$ cat config.mk
export PLATFORM = sky130hd
export DESIGN_NAME = gen_tm_multi
export DESIGN_NICKNAME = d
export VERILOG_FILES = /design/src/rtl/gen_tm_multi_pkg.sv /design/src/rtl/gen_tm_ch.sv /design/src/rtl/gen_tm_multi.sv
export SDC_FILE = /design/constraint.sdc
export NUM_CORES = 1
export LEC_CHECK = 0
export CORE_UTILIZATION = 35
export CTS_CLUSTER_SIZE = 24
export DETAILED_ROUTE_END_ITERATION = 12
export PLACE_DENSITY = 0.56
export SLEW_MARGIN = 10
export SYNTH_ARGS = -nofsm -noshare
export SYNTH_HDL_FRONTEND = slang
export SYNTH_SLANG_ARGS = --single-unit
export TNS_END_PERCENT = 1
$ cat constraint.sdc
create_clock -name clk -period 3 [get_ports clk]
set_input_delay 0.9 -clock clk [delete_from_list [all_inputs] [get_ports clk]]
set_output_delay 0.9 -clock clk [all_outputs]
set_load 0.1 [all_outputs]
$ cat src/rtl/gen_tm_multi_pkg.sv
// Shared definitions for the multi-channel interval generator.
// Mode encodings and the per-channel state type.
package gen_tm_multi_pkg;

    localparam logic MODE_ONESHOT  = 1'b0;
    localparam logic MODE_PERIODIC = 1'b1;

    typedef enum logic [0:0] {
        StIdle,
        StRun
    } ch_state_e;

endpackage

$ cat src/rtl/gen_tm_ch.sv
// One interval-generator channel: a ce-tick down-counter with a registered
// active level and a one-clock expiry pulse, optionally reloading periodically.
module gen_tm_ch
    import gen_tm_multi_pkg::*;
#(
    parameter int unsigned W      = 16,
    parameter int unsigned RETRIG = 1
) (
    input  logic         clk,
    input  logic         rst,
    input  logic         ce,
    input  logic         st,
    input  logic         stop,
    input  logic         mode,
    input  logic [W-1:0] len,
    output logic         tm,
    output logic         done
);

    ch_state_e    state_q, state_d;
    logic [W-1:0] cnt_q, cnt_d;
    logic [W-1:0] len_q, len_d;
    logic         mode_q, mode_d;
    logic         done_q, done_d;
    logic         st_ok;

    always_ff @(posedge clk) begin
        if (rst) begin
            state_q <= StIdle;
            cnt_q   <= '0;
            len_q   <= '0;
            mode_q  <= MODE_ONESHOT;
            done_q  <= 1'b0;
        end else begin
            state_q <= state_d;
            cnt_q   <= cnt_d;
            len_q   <= len_d;
            mode_q  <= mode_d;
            done_q  <= done_d;
        end
    end

    // A zero-length start, or a start while running without retrigger, is treated as absent.
    assign st_ok = st && (len != '0) && ((state_q == StIdle) || (RETRIG != 0));

    always_comb begin
        state_d = state_q;
        cnt_d   = cnt_q;
        len_d   = len_q;
        mode_d  = mode_q;
        done_d  = 1'b0;
        if (stop) begin
            state_d = StIdle;
            cnt_d   = '0;
        end else if (st_ok) begin
            state_d = StRun;
            cnt_d   = len;
            len_d   = len;
            mode_d  = mode;
        end else if (ce && (state_q == StRun)) begin
            if (cnt_q == W'(1)) begin
                done_d = 1'b1;
                if (mode_q == MODE_PERIODIC) begin
                    cnt_d = len_q;
                end else begin
                    state_d = StIdle;
                    cnt_d   = '0;
                end
            end else begin
                cnt_d = cnt_q - W'(1);
            end
        end
    end

    always_comb begin
        tm   = (state_q == StRun);
        done = done_q;
    end

endmodule

$ cat src/rtl/gen_tm_multi.sv
// Multi-channel interval generator: N_CH independent gen_tm_ch instances
// sharing clock, reset and clock enable.
module gen_tm_multi
    import gen_tm_multi_pkg::*;
#(
    parameter int unsigned N_CH   = 4,
    parameter int unsigned W      = 16,
    parameter int unsigned RETRIG = 1
) (
    input  logic              clk,
    input  logic              rst,
    input  logic              ce,
    input  logic [N_CH-1:0]   st,
    input  logic [N_CH-1:0]   stop,
    input  logic [N_CH-1:0]   mode,
    input  logic [N_CH*W-1:0] len,
    output logic [N_CH-1:0]   Tm,
    output logic [N_CH-1:0]   done
);

    for (genvar i = 0; i < N_CH; i++) begin : g_ch
        gen_tm_ch #(
            .W      (W),
            .RETRIG (RETRIG)
        ) u_ch (
            .clk  (clk),
            .rst  (rst),
            .ce   (ce),
            .st   (st[i]),
            .stop (stop[i]),
            .mode (mode[i]),
            .len  (len[i*W +: W]),
            .tm   (Tm[i]),
            .done (done[i])
        );
    end

endmodule

== Word-level counts from Yosys, hierarchy flattened ==
Index checks and enable logic that the tools add are counted.

* Flip-flop bits (word level): 140
* Bits of input ports: 79
* Logic and storage cells: 112

* Add/subtract/negate cells: 4
* Equality and inequality tests: 8
* Muxes and demuxes: 36
* Bitwise operators: 8
* Reduce and logical (&&, ||, !) cells: 36

{| class="wikitable"
|+ Operators by type and width
! kind !! count
|-
| 16-bit two-way mux || 16
|-
| 16-bit by 1-bit == test with 1-bit output (second input constant) || 4
|-
| 16-bit nonzero test || 4
|-
| 16-bit by 1-bit subtractor with 16-bit output (second input constant) || 4
|-
| 1-bit two-way mux || 20
|-
| 2-bit nonzero test || 8
|-
| 4-bit OR reduction || 4
|-
| 3-bit AND reduction || 4
|-
| 1-bit logical AND || 8
|-
| 2-bit inequality test (second input constant) || 4
|-
| 1-bit inverter || 8
|-
| 2-bit AND reduction || 4
|-
| 2-bit OR reduction || 4
|}

== Depth between registers and ports, before layout ==
Gate-level depths: netlist of run 1.

* Depth in word-level cells: 4
* Gate-level depth with buffers: 9
* Mapped depth without buffers: 8

== Hierarchy ==
Synthesis of run 1 repeated with hierarchy kept, for this count alone.

* Cell total of the unflattened synthesis: 1044
* Area, all modules: 7897.6 sq um

{| class="wikitable"
|+ By module, submodules not included
! module !! times used !! cells each !! area each (sq um)
|-
| gen_tm_ch || 4 || 261 || 1974.4
|}

== Worst setup path after synthesis of run 1 ==
No wires, ideal clock.

* Path type: flip-flop to flip-flop
* Start point: reg g_ch[1].u_ch.cnt_q[7]
* End point: reg g_ch[1].u_ch.cnt_q[11]
* Data arrival time: 2399 ps
* Slack: 527 ps
* Cell stages (with the launch flop): 7
* Cell sequence: dfxtp_1 -> or4_4 -> or4_4 -> or4_4 -> buf_6 -> a211o_1 -> a31oi_1

* Cells in the longest elaborated chain, start to end: 4

{| class="wikitable"
|+ Ends and longest elaborated chain
! item !! line !! RTL
|-
| from (decl) || gen_tm_ch.sv:21 || <nowiki>logic [W-1:0] cnt_q, cnt_d;</nowiki>
|-
| from (signal assigned) || gen_tm_ch.sv:36 || <nowiki>cnt_q <= cnt_d;</nowiki>
|-
| 16-bit by 1-bit subtractor with 16-bit output or 16-bit by 1-bit == test with 1-bit output (tied branches) || gen_tm_ch.sv:70, gen_tm_ch.sv:61 ||
|-
| 16-bit two-way mux * || gen_tm_ch.sv:61 || <nowiki>if (cnt_q == W'(1)) begin</nowiki>
|-
| 16-bit two-way mux * || gen_tm_ch.sv:60 || <nowiki>end else if (ce && (state_q == StRun)) begin</nowiki>
|-
| 16-bit two-way mux * || gen_tm_ch.sv:55 || <nowiki>end else if (st_ok) begin</nowiki>
|}

Mark *: on every way between the ends. The rest lies on a longest branch, timed or not. The select of a mux whose other input is x is not followed.
A chain may end at the register's enable or synchronous reset.

== Final worst setup path of run 1 ==
* Start point: reg g_ch[1].u_ch.cnt_q[7]
* End point: reg g_ch[1].u_ch.cnt_q[14]

The elaborated chain is that of the path after synthesis.

==> out/qor.csv, run 1 <==
stage,metric,value,unit
global_route,met3 GRT Util,0.0343,
power,Lkg Pwr,0.00348,uW
placed_design,Post-Place Setup Slack,-32.4,ps
setup_path,kind of critical path,reg -> reg,
logic_synthesis,"count leader, synth",nand2_1,
logic_synthesis,"FF+latch count, synth",140,
logic_synthesis,Synth top cells by count,"nand2_1 (215), dfxtp_1 (140), a21oi_1 (111), o21ai_0 (85), clkbuf_1 (65)",
finish,FILL cells,2136,
min_path,hold crit path type,reg -> reg,
outcome,run status,finished clean,
route,drt initial violations,588,
global_route,grt total ovfl,0,
logic_synthesis,area share of the leading cell type in the synthesized netlist,0.378,
cts,clk slew on worst S/H paths,60,ps
power,VDD IR-drop max,0.344,mV
cts,Clock Sinks,140,
global_route,pin count of the biggest net entering global routing,30,
logic_synthesis,Post-synth EDFFs,0,
timing,max_slew headroom,0.516,
route,Vias/cell,5.52,
placed_design,GP Congestion,0.850,
global_route,first-pass GRT wire length,36.7,mm
cts,maximum root-to-sink buffer count,2,
global_route,busiest layer in global routing,met2,
timing,"Hold Violations, Final",0,
route,"antenna viol nets, final",0,
setup_path,Setup crit end kind,flip-flop,
cts,H-tree Lvls,4,
logic_synthesis,Synth Area per Inst,7.33,um2
logic_synthesis,"top cells by area, synth","dfxtp_1 (38%), nand2_1 (11%), a21oi_1 (7.5%)",
setup_path,Worst Path Max Fanout,12,
timing,Slew Limit Fails,0,
timing,Tmin final,2660,ps
route,vias,7675,
setup_path,r2r worst-path depth,6,
min_path,worst hold stages,2,
global_route,initial antenna violation count,0,
run,Max-Cap Viols,0,
floorplan,core area,20500,um2
finish,number of diodes,0,
setup_path,WP data arrival,2970,ps
logic_synthesis,Synth async-reset ratio,0,
timing,Max Fclk,0.375,GHz
setup_path,reg2reg end,g_ch[1].u_ch.cnt_q[14],
floorplan,die area,21800,um2
timing,Final WS setup,337,ps
finish,share of cells above drive strength 1,0.115,
cts,CTS tree,done,
min_path,Worst Hold Path EP,g_ch[0].u_ch.len_q[4],
logic_synthesis,Ys Warns,0,
route,WL final,22.4,mm
setup_path,RR Startpoint,g_ch[1].u_ch.cnt_q[7],
global_route,met2 global-route usage,0.335,
setup_path,R2R Setup Slk,340,ps
global_route,met1 Use GR,0.288,
timing,part of the cycle the worst path needs,0.888,
global_route,vias in the first global route,7018,
timing,Worst Clk Skew,8.19,ps
logic_synthesis,largest area contributor in the netlist,dfxtp_1,
route,drc violations,0,
cts,Hold Buf Count CTS,0,
min_path,hold_sp,g_ch[0].u_ch.len_q[4],
global_route,GRT Util Overall,0.209,
logic_synthesis,Most used DFF post-synth,dfxtp_1,
cts,clk_lat worst skew,420,ps
logic_synthesis,Syn Inst Count,1011,
setup_path,critical path required time,3310,ps
floorplan,io pins,87,
cts,Post-CTS Setup Bufs,0,
timing,Slew @ Worst Pin,724,ps
cts,CTS buffer count,17,
setup_path,critical path startpoint category,flip-flop,
floorplan,Die Wd,147,um
route,Pre-antenna DRT Iters,7,
logic_synthesis,register area share after synthesis,0.378,
finish,Area Overhead vs Synth,27.7,%
power,power per cell area,537,nW/um2
placed_design,HPWL after DPL,16.2,mm
finish,Total Nets Final,1195,
floorplan,Core Rows,52,
timing,endpoints failing setup,0,
route,per-cell routed wire length,16.1,um
logic_synthesis,Syn Std Cell Area,7410,um2
cts,post-cts resize count,0,
cts,CTS root buffer,clkbuf_16,
floorplan,die span in y,147,um
placed_design,port bufs,86,
timing,final hold slack,452,ps
logic_synthesis,syn_nets,1098,
floorplan,Initial Util,0.361,
logic_synthesis,Yosys cell types,56,
timing,RSZ-0062 raised after global routing,no,
sequential cells by signal (all words and copies together), names as in the netlist:
| signal | flops |
|---|---|
| g_ch.u_ch.cnt_q | 64 |
| g_ch.u_ch.done | 4 |
| g_ch.u_ch.len_q | 64 |
| g_ch.u_ch.mode_q | 4 |
| g_ch.u_ch.tm | 4 |
logic make-up after synthesis:
family / after synthesis / share of synthesized area
compound gates: 308 / 0.247
fa+ha+maj: 8 / 0.0135
simple gates: 446 / 0.283
mux: 6 / 0.00878
buf+inv: 86 / 0.0490
flops: 140 / 0.378
xor+xnor: 17 / 0.0201
worst max path at each step:
stage                                         to                   from  cells after the start
after floorplan           g_ch[1].u_ch.cnt_q[11]  g_ch[1].u_ch.cnt_q[7]                      6
after global placement     g_ch[0].u_ch.len_q[1]                 len[0]                      8
after detailed placement  g_ch[0].u_ch.len_q[14]                 len[0]                      8
after CTS                 g_ch[1].u_ch.cnt_q[14]  g_ch[1].u_ch.cnt_q[7]                      6
after global routing       g_ch[0].u_ch.len_q[1]                 len[0]                      8
final                     g_ch[1].u_ch.cnt_q[14]  g_ch[1].u_ch.cnt_q[7]                      6
routing by layer:
layer | vias up | routed length (um)
met2 | 193 | 10200
met3 | 22 | 1030
met5 | - | 0
li1 | 3864 | -
met4 | 0 | 344
met1 | 3596 | 10800
metrics by stage:
step	std cells	utilization	power, uW	setup TNS (ps)	instance area, um2
2_1_floorplan	1011	-	2510	0	7410
3_3_place_gp	1359	0.431	2840	-602	8830
3_5_place_dp	1359	0.431	2850	-157	8830
4_1_cts	1391	0.462	5120	0	9460
5_1_grt	1391	0.462	5290	0	9460
6_report	1391	0.462	5080	0	9460
layout make-up:
class                      instances  area [um2]  area share
clock inverter                    12         169      0.0179
timing repair buffer             154        1410       0.149
clock buffer                      20         457      0.0483
tap                              270         338      0.0357
multi-input combinational        785        4250       0.449
inverter                          10        37.5     0.00397
sequential                       140        2800       0.296
cells in the final DEF, fill, tap and decap left out, types with 5 or more instances in the layout:
cell             count
buf_12               5
o22ai_1             12
o21ai_0             85
nor2_1              56
xnor2_1              8
a31oi_1             30
or2_2                8
o32ai_1              5
nand2_1            215
o31ai_1              7
a21oi_1            111
nand2b_1             9
buf_4               71
and3_1              24
clkdlybuf4s50_1     77
nand3_1             16
o211ai_1            11
nand4_1             13
inv_1               10
ha_1                 8
a311oi_1            15
or3_1                9
clkbuf_16           17
xor2_1               9
clkinv_2             5
nor3_1              33
dfxtp_1            140
nor4_1              37
critical path, stage by stage, from the launching register on:
cell,delay [ps]
dfxtp_1,360
or4_4,590
or4_4,470
or4_4,640
a21oi_1,170
nor4_1,80
o221a_2,250
power breakdown:
part,switching (uW),internal [uW],total [uW]
clock,835,1430,2270
sequential,82.0,1940,2020
combinational,434,354,788
(Power assumes the default switching activity.)
==> run 2: changes to the inputs <==
Settings changed: CAP_MARGIN from default to 10, SKIP_LAST_GASP from default to 1.
==> results of run 2 <==
Same layout as run 1: the final DEF is identical, and so are final timing and power.
